[src/rtl/ws2812_pkg.sv]
`timescale 1ns/1ps
// Shared WS2812B definitions: FSM states, wire colour-order codes and the
// time-to-cycle conversion used to size all bit and latch timers.
package ws2812_pkg;

  typedef enum logic [2:0] {
    IDLE,
    FETCH,
    BIT_HIGH,
    BIT_LOW,
    LATCH
  } state_t;

  localparam int ORDER_GRB = 0;
  localparam int ORDER_RGB = 1;

  localparam longint unsigned NS_PER_S = 64'd1_000_000_000;
  localparam longint unsigned US_PER_S = 64'd1_000_000;

  // floor(freq * t / per_sec), never below one cycle so every phase is visible
  function automatic int unsigned to_cycles(input longint unsigned freq,
                                            input longint unsigned t,
                                            input longint unsigned per_sec);
    longint unsigned c;
    c = (freq * t) / per_sec;
    if (c < 64'd1) c = 64'd1;
    return c[31:0];
  endfunction

endpackage

[src/rtl/ws2812_pixel_fmt.sv]
`timescale 1ns/1ps
// Combinational pixel formatter: scales each {R,G,B} channel by (brightness+1)/256
// and reorders the result into the order the LEDs expect on the wire.
module ws2812_pixel_fmt
  import ws2812_pkg::*;
#(
  parameter int COLOR_ORDER = ORDER_GRB
) (
  input  logic [23:0] pixel,
  input  logic [7:0]  brightness,
  output logic [23:0] wire_word
);

  // 255 * 256 still fits in 16 bits, so no product bit is ever lost
  function automatic logic [7:0] scale(input logic [7:0] c, input logic [7:0] b);
    logic [15:0] p;
    p = {8'd0, c} * ({8'd0, b} + 16'd1);
    return p[15:8];
  endfunction

  logic [7:0] r, g, b;

  always_comb begin
    r = scale(pixel[23:16], brightness);
    g = scale(pixel[15:8],  brightness);
    b = scale(pixel[7:0],   brightness);
    wire_word = (COLOR_ORDER == ORDER_RGB) ? {r, g, b} : {g, r, b};
  end

endmodule

[src/rtl/ws2812b_chain_controller.sv]
`timescale 1ns/1ps
// WS2812B chain driver: reads NUM_LEDS pixels through a one-cycle-latency port,
// prefetching the next pixel during the current one so the bit stream never stalls.
module ws2812b_chain_controller
  import ws2812_pkg::*;
#(
  parameter int SYS_FREQ    = 12_090_000,
  parameter int NUM_LEDS    = 6,
  parameter int COLOR_ORDER = 0,
  parameter int T0H_NS      = 400,
  parameter int T1H_NS      = 800,
  parameter int T0L_NS      = 850,
  parameter int T1L_NS      = 450,
  parameter int RESET_US    = 300,
  localparam int ADDR_W     = (NUM_LEDS > 1) ? $clog2(NUM_LEDS) : 1
) (
  input  logic              clk,
  input  logic              rst_n,
  input  logic              start,
  input  logic [7:0]        brightness,
  output logic              pix_rd,
  output logic [ADDR_W-1:0] pix_addr,
  input  logic [23:0]       pix_data,
  output logic              busy,
  output logic              done,
  output logic              data_out
);

  localparam int unsigned T0H_C = to_cycles(64'(SYS_FREQ), 64'(T0H_NS), NS_PER_S);
  localparam int unsigned T1H_C = to_cycles(64'(SYS_FREQ), 64'(T1H_NS), NS_PER_S);
  localparam int unsigned T0L_C = to_cycles(64'(SYS_FREQ), 64'(T0L_NS), NS_PER_S);
  localparam int unsigned T1L_C = to_cycles(64'(SYS_FREQ), 64'(T1L_NS), NS_PER_S);
  localparam int unsigned RST_C = to_cycles(64'(SYS_FREQ), 64'(RESET_US), US_PER_S);

  localparam int unsigned MAX_H = (T0H_C > T1H_C) ? T0H_C : T1H_C;
  localparam int unsigned MAX_L = (T0L_C > T1L_C) ? T0L_C : T1L_C;
  localparam int unsigned MAX_B = (MAX_H > MAX_L) ? MAX_H : MAX_L;
  localparam int unsigned MAX_C = (MAX_B > RST_C) ? MAX_B : RST_C;
  localparam int CNT_W = $clog2(MAX_C + 1);

  localparam logic [ADDR_W-1:0] LAST = ADDR_W'(NUM_LEDS - 1);

  state_t            state_q, state_d;
  logic [CNT_W-1:0]  cnt_q, cnt_d;
  logic [4:0]        bit_idx_q, bit_idx_d;
  logic [ADDR_W-1:0] pix_idx_q, pix_idx_d;
  logic [23:0]       shift_q, shift_d;
  logic [23:0]       hold_q, hold_d;
  logic [7:0]        bright_q, bright_d;
  logic              fetch_ph_q, fetch_ph_d;
  logic              cap_q, cap_d;
  logic              pix_rd_q, pix_rd_d;
  logic [ADDR_W-1:0] pix_addr_q, pix_addr_d;
  logic              busy_q, busy_d;
  logic              done_q, done_d;
  logic              data_out_q, data_out_d;

  logic [23:0]       fmt_src, fmt_out;
  logic [ADDR_W-1:0] nxt_idx, nxt2_idx;

  // Pixel 0 is formatted straight off the read port; later pixels come from hold
  assign fmt_src  = (state_q == FETCH) ? pix_data : hold_q;
  assign nxt_idx  = pix_idx_q + ADDR_W'(1);
  assign nxt2_idx = nxt_idx + ADDR_W'(1);

  ws2812_pixel_fmt #(.COLOR_ORDER(COLOR_ORDER)) u_fmt (
    .pixel      (fmt_src),
    .brightness (bright_q),
    .wire_word  (fmt_out)
  );

  function automatic logic [CNT_W-1:0] hi_len(input logic b);
    return b ? CNT_W'(T1H_C - 1) : CNT_W'(T0H_C - 1);
  endfunction

  function automatic logic [CNT_W-1:0] lo_len(input logic b);
    return b ? CNT_W'(T1L_C - 1) : CNT_W'(T0L_C - 1);
  endfunction

  always_comb begin
    state_d    = state_q;
    cnt_d      = cnt_q;
    bit_idx_d  = bit_idx_q;
    pix_idx_d  = pix_idx_q;
    shift_d    = shift_q;
    hold_d     = cap_q ? pix_data : hold_q;
    bright_d   = bright_q;
    fetch_ph_d = fetch_ph_q;
    cap_d      = pix_rd_q;
    pix_rd_d   = 1'b0;
    pix_addr_d = pix_addr_q;
    busy_d     = busy_q;
    done_d     = 1'b0;
    data_out_d = data_out_q;

    case (state_q)
      IDLE: begin
        busy_d = 1'b0;
        if (start && !busy_q) begin
          state_d    = FETCH;
          busy_d     = 1'b1;
          bright_d   = brightness;
          pix_rd_d   = 1'b1;
          pix_addr_d = '0;
          pix_idx_d  = '0;
          fetch_ph_d = 1'b0;
        end
      end

      FETCH: begin
        if (!fetch_ph_q) begin
          fetch_ph_d = 1'b1;
        end else begin
          state_d    = BIT_HIGH;
          shift_d    = fmt_out;
          bit_idx_d  = '0;
          data_out_d = 1'b1;
          cnt_d      = hi_len(fmt_out[23]);
          if (pix_idx_q != LAST) begin
            pix_rd_d   = 1'b1;
            pix_addr_d = nxt_idx;
          end
        end
      end

      BIT_HIGH: begin
        if (cnt_q == '0) begin
          state_d    = BIT_LOW;
          data_out_d = 1'b0;
          cnt_d      = lo_len(shift_q[23]);
        end else begin
          cnt_d = cnt_q - CNT_W'(1);
        end
      end

      BIT_LOW: begin
        if (cnt_q != '0) begin
          cnt_d = cnt_q - CNT_W'(1);
        end else if (bit_idx_q != 5'd23) begin
          state_d    = BIT_HIGH;
          shift_d    = {shift_q[22:0], 1'b0};
          bit_idx_d  = bit_idx_q + 5'd1;
          data_out_d = 1'b1;
          cnt_d      = hi_len(shift_q[22]);
        end else if (pix_idx_q != LAST) begin
          // Back-to-back reload; the prefetch for the pixel after it goes out now
          state_d    = BIT_HIGH;
          pix_idx_d  = nxt_idx;
          shift_d    = fmt_out;
          bit_idx_d  = '0;
          data_out_d = 1'b1;
          cnt_d      = hi_len(fmt_out[23]);
          if (nxt_idx != LAST) begin
            pix_rd_d   = 1'b1;
            pix_addr_d = nxt2_idx;
          end
        end else begin
          state_d    = LATCH;
          data_out_d = 1'b0;
          cnt_d      = CNT_W'(RST_C - 1);
        end
      end

      LATCH: begin
        if (cnt_q == '0) begin
          state_d = IDLE;
          done_d  = 1'b1;
        end else begin
          cnt_d = cnt_q - CNT_W'(1);
        end
      end

      default: state_d = IDLE;
    endcase
  end

  always_ff @(posedge clk or negedge rst_n) begin
    if (!rst_n) begin
      state_q    <= IDLE;
      cnt_q      <= '0;
      bit_idx_q  <= '0;
      pix_idx_q  <= '0;
      shift_q    <= '0;
      hold_q     <= '0;
      bright_q   <= '0;
      fetch_ph_q <= 1'b0;
      cap_q      <= 1'b0;
      pix_rd_q   <= 1'b0;
      pix_addr_q <= '0;
      busy_q     <= 1'b0;
      done_q     <= 1'b0;
      data_out_q <= 1'b0;
    end else begin
      state_q    <= state_d;
      cnt_q      <= cnt_d;
      bit_idx_q  <= bit_idx_d;
      pix_idx_q  <= pix_idx_d;
      shift_q    <= shift_d;
      hold_q     <= hold_d;
      bright_q   <= bright_d;
      fetch_ph_q <= fetch_ph_d;
      cap_q      <= cap_d;
      pix_rd_q   <= pix_rd_d;
      pix_addr_q <= pix_addr_d;
      busy_q     <= busy_d;
      done_q     <= done_d;
      data_out_q <= data_out_d;
    end
  end

  assign pix_rd   = pix_rd_q;
  assign pix_addr = pix_addr_q;
  assign busy     = busy_q;
  assign done     = done_q;
  assign data_out = data_out_q;

endmodule

[config.mk]
export PLATFORM = sky130hd
export DESIGN_NAME = ws2812b_chain_controller
export DESIGN_NICKNAME = d
export VERILOG_FILES = /design/src/rtl/ws2812_pkg.sv /design/src/rtl/ws2812_pixel_fmt.sv /design/src/rtl/ws2812b_chain_controller.sv
export SDC_FILE = /design/constraint.sdc
export NUM_CORES = 1
export LEC_CHECK = 0
export BUFFER_PORTS_ARGS = -buffer_cell sky130_fd_sc_hd__buf_2
export CAP_MARGIN = 15
export CORE_MARGIN = 10
export CORE_UTILIZATION = 45
export CTS_BUF_LIST = sky130_fd_sc_hd__clkbuf_16
export DETAILED_ROUTE_END_ITERATION = 7
export PLACE_DENSITY = 0.6
export SYNTH_ARGS = -nofsm -noshare
export SYNTH_HDL_FRONTEND = slang
export SYNTH_SLANG_ARGS = --single-unit
[constraint.sdc]
create_clock -name clk -period 11.8 [get_ports clk]
set_clock_uncertainty 0.05 [all_clocks]
set_input_delay 0.59 -clock clk [delete_from_list [all_inputs] [get_ports clk]]
set_output_delay 0.59 -clock clk [all_outputs]
set_load 0.01 [all_outputs]
==> metrics.cfg, run 1 <==
[finish]
syn_to_final_growth_pct = 8.32
nFillCells = 2285
nets = 1480
drive_gt1_share_pct = 11.7
n_antenna_cell = 0

[drt]
viasPerCell = 5.29
vias = 8167
wire_per_inst_um = 16.6
ant_nets = 0
drt-initial-drc-count = 490
dr.pass1.iters = 5
postRouteWirelength_um = 25700
drc_errors = 0

[clock_network]
cts_resized = 0
clock_latency_ps = 370
cts_tree = built
path_clk_slew_ps = 90
clock_path_buffers = 2
cts_buffers = 9
cts_sinks = 88
clock-root-buffer = clkbuf_16
cts_setup_buffers = 0
htreeDepth = 3
holdBufCountCts = 0

[die]
ios = 42
start_util_pct = 45.7
rows = 56
coreArea_um2 = 23400
die_w_um = 174
die-area_um2 = 30300
die_y_um = 174

[placement]
gp_congestion = 0.912
post-dp-hpwl_um = 20000
io_buffers = 41

[synth]
syn_inst = 1193
syn-num-nets = 1452
yosys_warnings = 0
avgSynthCellArea_um2 = 8.96
syn_area_um2 = 10700
synth_seq_cells = 88
synth_seq_area_share_pct = 20.6
synth_edf_count = 0
ys_top_cells_by_area = fa_1 (22%), dfrtp_1 (21%), ha_1 (12%)
synth_ff_type = dfrtp_1
synthArstFlopShare_pct = 100
synth_largest_area_cell = fa_1
yosysTopAreaCellShare_pct = 22.5
synth_cell_types = 61

[critical_path]
crit_type = flip-flop to flip-flop
cp-start-kind = flip-flop
cp_data_arrival_time_ps = 6860
slowest_delay_ps = 710
cp_max_fo = 43
crit_top_cell = fa_1
cp-end-kind = flip-flop
slowest_stage = a2111oi_0
critical_path.cell_chain = nor3b_2, buf_4, mux2i_1, nor2_1, fa_1, inv_1, fa_1, inv_1, fa_1, fa_1, ha_1, nor3b_1, a32oi_1, a2111oi_0, o21ai_0, a21oi_1, xnor2_1, a21oi_1
required_ps = 11970

[grt]
track_usage_pct = 17.5
grt_pass1_vias = 8402
antenna_found_initial = 0
grt_max_degree = 60
grt_pass1_wl_um = 43600
grt_overflow = 0

[timing]
maxSlewHeadroom_pct = 36.6
final.setup.tns_ps = 0
timing.final.hold_violations = 0
period_needed_ps = 6690
setup_viol = 0
grt_setup_unrepaired = no
fmax_mhz = 149
worstMarginPinSlew_ps = 951
slew_violations = 0
fin_crit_sh_pct = 56.7

[status]
status = complete, no violations

[flow_run]
drv_cap = 0

[worst_hold_path]
hold_path_class = primary input to async pin

## metrics by stage
step,setup WS (ps),util (%),instances,instance area [µm²],hold WS [ps]
2_1_floorplan,5520,-,1193,10700,244
3_3_place_gp,5000,48.2,1528,11300,302
3_5_place_dp,5130,48.2,1529,11300,321
4_1_cts,5080,49.5,1545,11600,120
5_1_grt,4520,49.5,1545,11600,137
6_report,5110,49.5,1545,11600,103
## Yosys cell counts (3+ instances only)
cell	instances
o211ai_1	4
a31oi_1	8
or3_1	11
o22ai_1	3
dfrtp_1	88
nand4_1	3
a22o_1	8
and3_1	6
xor2_1	13
mux2_2	52
a21oi_1	45
nand3_1	13
and4b_1	3
nor3b_1	3
nor4_1	3
clkbuf_1	36
xnor2_1	29
and2_1	16
a211oi_1	5
fa_1	120
or2_2	8
buf_2	6
o21ai_0	39
nor2b_1	14
mux2i_1	21
nand2_1	132
or4_1	3
o21a_1	7
ha_1	104
a21o_1	5
nor3_1	18
o41ai_1	3
nor2_1	148
inv_1	161
nand2b_1	17
## cell type report
cell class / count / area [µm²] / share of cell area (%)
Timing Repair Buffer: 61 / 358 / 3.09
Tap cell: 319 / 399 / 3.45
Clock buffer: 9 / 225 / 1.95
Inverter: 161 / 604 / 5.22
Clock inverter: 7 / 75.1 / 0.648
Sequential cell: 88 / 2200 / 19.0
Multi-Input combinational cell: 900 / 7710 / 66.6
## state kept, by name, indices dropped and copies added (netlist names)
| register | cells |
|---|---|
| hold_q | 24 |
| pix_addr | 3 |
| fetch_ph_q | 1 |
| shift_q | 24 |
| cnt_q | 12 |
| pix_idx_q | 3 |
| bright_q | 8 |
| busy | 1 |
| pix_rd | 1 |
| data_out | 1 |
| cap_q | 1 |
| done | 1 |
| state_q | 3 |
| bit_idx_q | 5 |
## routing by layer
layer  part of all wire (%)  track usage [%]
met5                      0                0
met4                    1.1             3.92
met3                    4.2             1.65
met2                     47             29.0
met1                     48             24.2
## cells in the final DEF (no fill, tap or decap), types with 7 or more instances in the layout
cell / instances
nor3_1: 18
nor2_1: 148
o21ai_0: 39
or2_2: 8
fa_1: 120
mux2i_1: 21
dfrtp_1: 88
a31oi_1: 8
nor2b_1: 14
a21oi_1: 45
xor2_1: 13
a22o_1: 8
buf_4: 21
mux2_2: 52
buf_2: 40
inv_1: 161
nand3_1: 13
xnor2_1: 29
and2_1: 16
ha_1: 104
nand2b_1: 17
o21a_1: 7
nand2_1: 132
clkbuf_16: 9
or3_1: 11
## kinds of logic (layout without fill, tap and decap cells)
kind of cell	count (synthesis)	count (layout)	share of synthesized area, %
muxes	73	73	7.44
DFF	88	88	20.6
buffers and inverters	205	238	7.27
adders and majority gates	224	224	34.6
AOI/OAI and AO/OA	152	152	9.17
and+or+nand+nor	409	409	17.4
xor gates and xnor gates	42	42	3.44
## final timing paths
check / slack, ps / from / depth (start not counted) / to
setup / recovery: 5110 / state_q[0] / 18 / shift_q[15]
hold / removal: 100 / rst_n / 1 / hold_q[9]
setup reg to reg: 5110 / state_q[0] / 18 / shift_q[15]
hold reg to reg: 330 / pix_rd / 0 / cap_q
max in group asynchronous: 10460 / rst_n / 2 / shift_q[6]
min in group clk: 330 / pix_rd / 0 / cap_q
## critical path: cells and delay by family (launching register included)
kind | cells | cell delay [ps]
AO/OA/AOI/OAI | 5 | 1530
XOR/XNOR | 1 | 150
adder cells (fa/ha/maj) | 5 | 2460
buffers and inverters | 3 | 690
flip-flops | 1 | 600
multiplexers | 1 | 470
AND/OR/NAND/NOR | 3 | 570
Power of run 1 is not shown: default switching activity piles up to over one toggle a cycle in this logic, so the estimate is an artifact.
==> run 2: changes to the inputs <==
Settings changed: ABC_AREA set to 1.
Clock period 11.8 ns to 6.76 ns, I/O delays scaled along.
==> metrics.cfg, run 2 <==
[status]
status = complete, no violations  ; unchanged

[clock_network]
path_clk_slew_ps = 80  ; was 90 ps
cts_setup_buffers = 0  ; unchanged
cts_sinks = 88  ; unchanged
cts_tree = built  ; unchanged
htreeDepth = 3  ; unchanged
clock-root-buffer = clkbuf_16  ; unchanged
clock_path_buffers = 2  ; unchanged
cts_buffers = 9  ; unchanged
clock_latency_ps = 370  ; about the same

[synth]
synth_cell_types = 46  ; was 61
synth_ff_type = dfrtp_1  ; unchanged
yosysTopAreaCellShare_pct = 21.6  ; was 22.5%
avgSynthCellArea_um2 = 7.41  ; was 8.96 µm²
synth_seq_cells = 88  ; unchanged
synthMostInstantiatedCell = nand2_1  ; was inv_1
syn-num-nets = 1761  ; was 1452
synth_commonest_cells = nand2_1 (320), inv_1 (297), nor2_1 (206), fa_1 (120), ha_1 (104)  ; was inv_1 (161), nor2_1 (148), nand2_1 (132), fa_1 (120), ha_1 (104)
ys_top_cells_by_area = fa_1 (22%), dfrtp_1 (20%), ha_1 (12%)  ; was fa_1 (22%), dfrtp_1 (21%), ha_1 (12%)
yosys_warnings = 0  ; unchanged
synth_largest_area_cell = fa_1  ; unchanged
synth_seq_area_share_pct = 19.8  ; was 20.6%
syn_inst = 1502  ; was 1193
synth_edf_count = 0  ; unchanged
syn_area_um2 = 11100  ; was 10700 µm²
synthArstFlopShare_pct = 100  ; unchanged

[critical_path]
r2r_cells = 22  ; was 18
slowest_stage = o21ai_0  ; was a2111oi_0
cp_data_arrival_time_ps = 6170  ; was 6860 ps
cp-start-kind = flip-flop  ; unchanged
critical_path_buf_inv_count = 4  ; was 3
crit_type = flip-flop to flip-flop  ; unchanged
regToRegSetupSlack_ps = 810  ; was 5110 ps
r2r_start = state_q[2]  ; was state_q[0]
critical_path.cell_chain = nor2_2, nand2_2, o21ai_0, inv_1, nor2_1, fa_1, fa_1, fa_1, inv_1, fa_1, inv_1, ha_1, a21oi_1, o21ai_0, a211oi_1, nand2_1, nand2_1, nand3_2, nand3_1, nand3_1, nand2_1, inv_1  ; was nor3b_2, buf_4, mux2i_1, nor2_1, fa_1, inv_1, fa_1, inv_1, fa_1, fa_1, ha_1, nor3b_1, a32oi_1, a2111oi_0, o21ai_0, a21oi_1, xnor2_1, a21oi_1
slowest_delay_ps = 490  ; was 710 ps
reg2reg_to = cnt_q[0]  ; was shift_q[15]
required_ps = 6970  ; was 11970 ps
cp_max_fo = 33  ; was 43
cpLargestDelayFamily = adder cells  ; unchanged
cp-end-kind = flip-flop  ; unchanged

[worst_hold_path]
min_path_cells = 3
hp-start = brightness[2]
hold_end = bright_q[2]
hold_path_class = primary input to flip-flop  ; was primary input to async pin

[drt]
viasPerCell = 5.10  ; was 5.29
drc_errors = 0  ; unchanged
dr.pass1.iters = 7  ; was 5
wire_per_inst_um = 15.5  ; was 16.6 µm
postRouteWirelength_um = 29000  ; was 25700 µm
ant_nets = 0  ; unchanged
vias = 9518  ; was 8167
drt-initial-drc-count = 819  ; was 490

[die]
die_w_um = 177  ; was 174 µm
die-area_um2 = 31400  ; was 30300 µm²
start_util_pct = 45.7  ; about the same
coreArea_um2 = 24300  ; was 23400 µm²
die_y_um = 177  ; was 174 µm
rows = 57  ; was 56
ios = 42  ; unchanged

[pwr]
powerDensity_nw_per_um2 = 89.4
p_leak_uw = 0.00685
vdd_drop_max_mv = 0.0980

[finish]
postLayoutCoreUtil_pct = 49.3  ; was 49.5%
largestRegisters = hold_q (24), shift_q (24), cnt_q (12)  ; unchanged
final_cell_mix = nand2_1 (320), inv_1 (297), nor2_1 (206)  ; was inv_1 (161), nor2_1 (148), nand2_1 (132)
syn_to_final_growth_pct = 7.87  ; was 8.32%
drive_gt1_share_pct = 7.14  ; was 11.7%
final_common_cell = nand2_1  ; was inv_1
n_antenna_cell = 0  ; unchanged
nFillCells = 2424  ; was 2285
nets = 1795  ; was 1480

[timing]
grt_setup_unrepaired = no  ; unchanged
maxSlewHeadroom_pct = 45.7  ; was 36.6%
fin_hold_ws_ps = 115  ; was 103 ps
worstMarginPinSlew_ps = 813  ; was 951 ps
final.setup.tns_ps = 0  ; unchanged
setup_viol = 0  ; unchanged
slew_violations = 0  ; unchanged
period_needed_ps = 5950  ; was 6690 ps
timing.final.hold_violations = 0  ; unchanged
fin_crit_sh_pct = 88.1  ; was 56.7%
fmax_mhz = 168  ; was 149 MHz

[grt]
grt_max_degree = 58  ; was 60
grt_overflow = 0  ; unchanged
antenna_found_initial = 0  ; unchanged
grt_pass1_wl_um = 48500  ; was 43600 µm
track_usage_pct = 19.3  ; was 17.5%
grt_pass1_vias = 9733  ; was 8402

[flow_run]
drv_cap = 0  ; unchanged

[placement]
io_buffers = 41  ; unchanged
post-dp-hpwl_um = 23000  ; was 20000 µm
gp_congestion = 0.896  ; was 0.912

-- run 2: cell types whose count changed after synthesis, moves of 21 or more --
cell,delta
nand3_1,+39
mux2i_1,-21
inv_1,+136
nor2_1,+58
o21ai_1,+22
o21ai_0,+26
a21oi_1,+27
xnor2_1,-21
nand2_1,+188
mux2_2,-52
-- run 2: report_power, final --
group          leakage [µW]  internal, µW  switching [µW]
clock              0.000142           261             258
sequential         0.000959           526               0
combinational       0.00575          8.89            19.4
-- run 2: area by class of cell --
cell class | instances | area (µm²) | share of cell area [%]
clock buffers | 9 | 225 | 1.88
clock inverters | 7 | 70.1 | 0.584
inverters | 307 | 1150 | 9.62
multi-input cells | 1070 | 7590 | 63.2
flip-flops and latches | 88 | 2200 | 18.4
well taps | 324 | 405 | 3.38
repair buffers | 60 | 353 | 2.94
-- run 2: timing repair --
action | 4_1_cts | 5_1_grt
endpoints found under the setup margin | 0 | 0
hold endpoints to repair | 31 | 0
resized for setup | 0 | 0
hold buffers | 1 | 0
-- run 2: worst min-delay path, cell delays in order --
cell	delay (ps)
buf_2	70
nand2_1	40
nand2_1	40
-- run 2: routing by layer --
metal  wire, µm  vias to the layer above  track usage (%)
li1           -                     4688                -
met1      13300                     4554             25.8
met2      13400                      233             31.6
met3       1390                       43             2.24
met4        815                        0             6.97
met5          0                        -                0
-- run 2: through the flow --
| step | total power, µW | setup slack [ps] | instance area (µm²) | instances |
|---|---|---|---|---|
| floorplan | 541 | 1450 | 11100 | 1502 |
| global placement | 565 | 1140 | 11700 | 1848 |
| detailed placement | 565 | 929 | 11700 | 1848 |
| CTS | 1090 | 891 | 12000 | 1865 |
| global route | 1110 | 241 | 12000 | 1865 |
| finish | 1070 | 807 | 12000 | 1865 |
-- run 2: kinds of logic (layout without fill, tap and decap cells) --
group           after synthesis  in the layout  synth area share (%)
xor+xnor                     26             26                  2.05
fa+ha+maj                   224            224                  33.3
flops                        88             88                  19.8
buf+inv                     344            383                  12.0
compound gates              201            201                  10.3
simple gates                619            619                  22.6
-- run 2: how the worst max path moves through the flow --
stage | startpoint | endpoint | slack [ps] | cells past startpoint
2_1_floorplan | state_q[2] | cnt_q[1] | 1450 | 23
3_3_place_gp | bright_q[2] | cnt_q[0] | 1140 | 26
3_5_place_dp | state_q[2] | cnt_q[1] | 930 | 20
4_1_cts | state_q[2] | cnt_q[1] | 890 | 20
5_1_grt | bright_q[2] | cnt_q[0] | 240 | 25
6_report | state_q[2] | cnt_q[0] | 810 | 22
(Power assumes the default switching activity.)
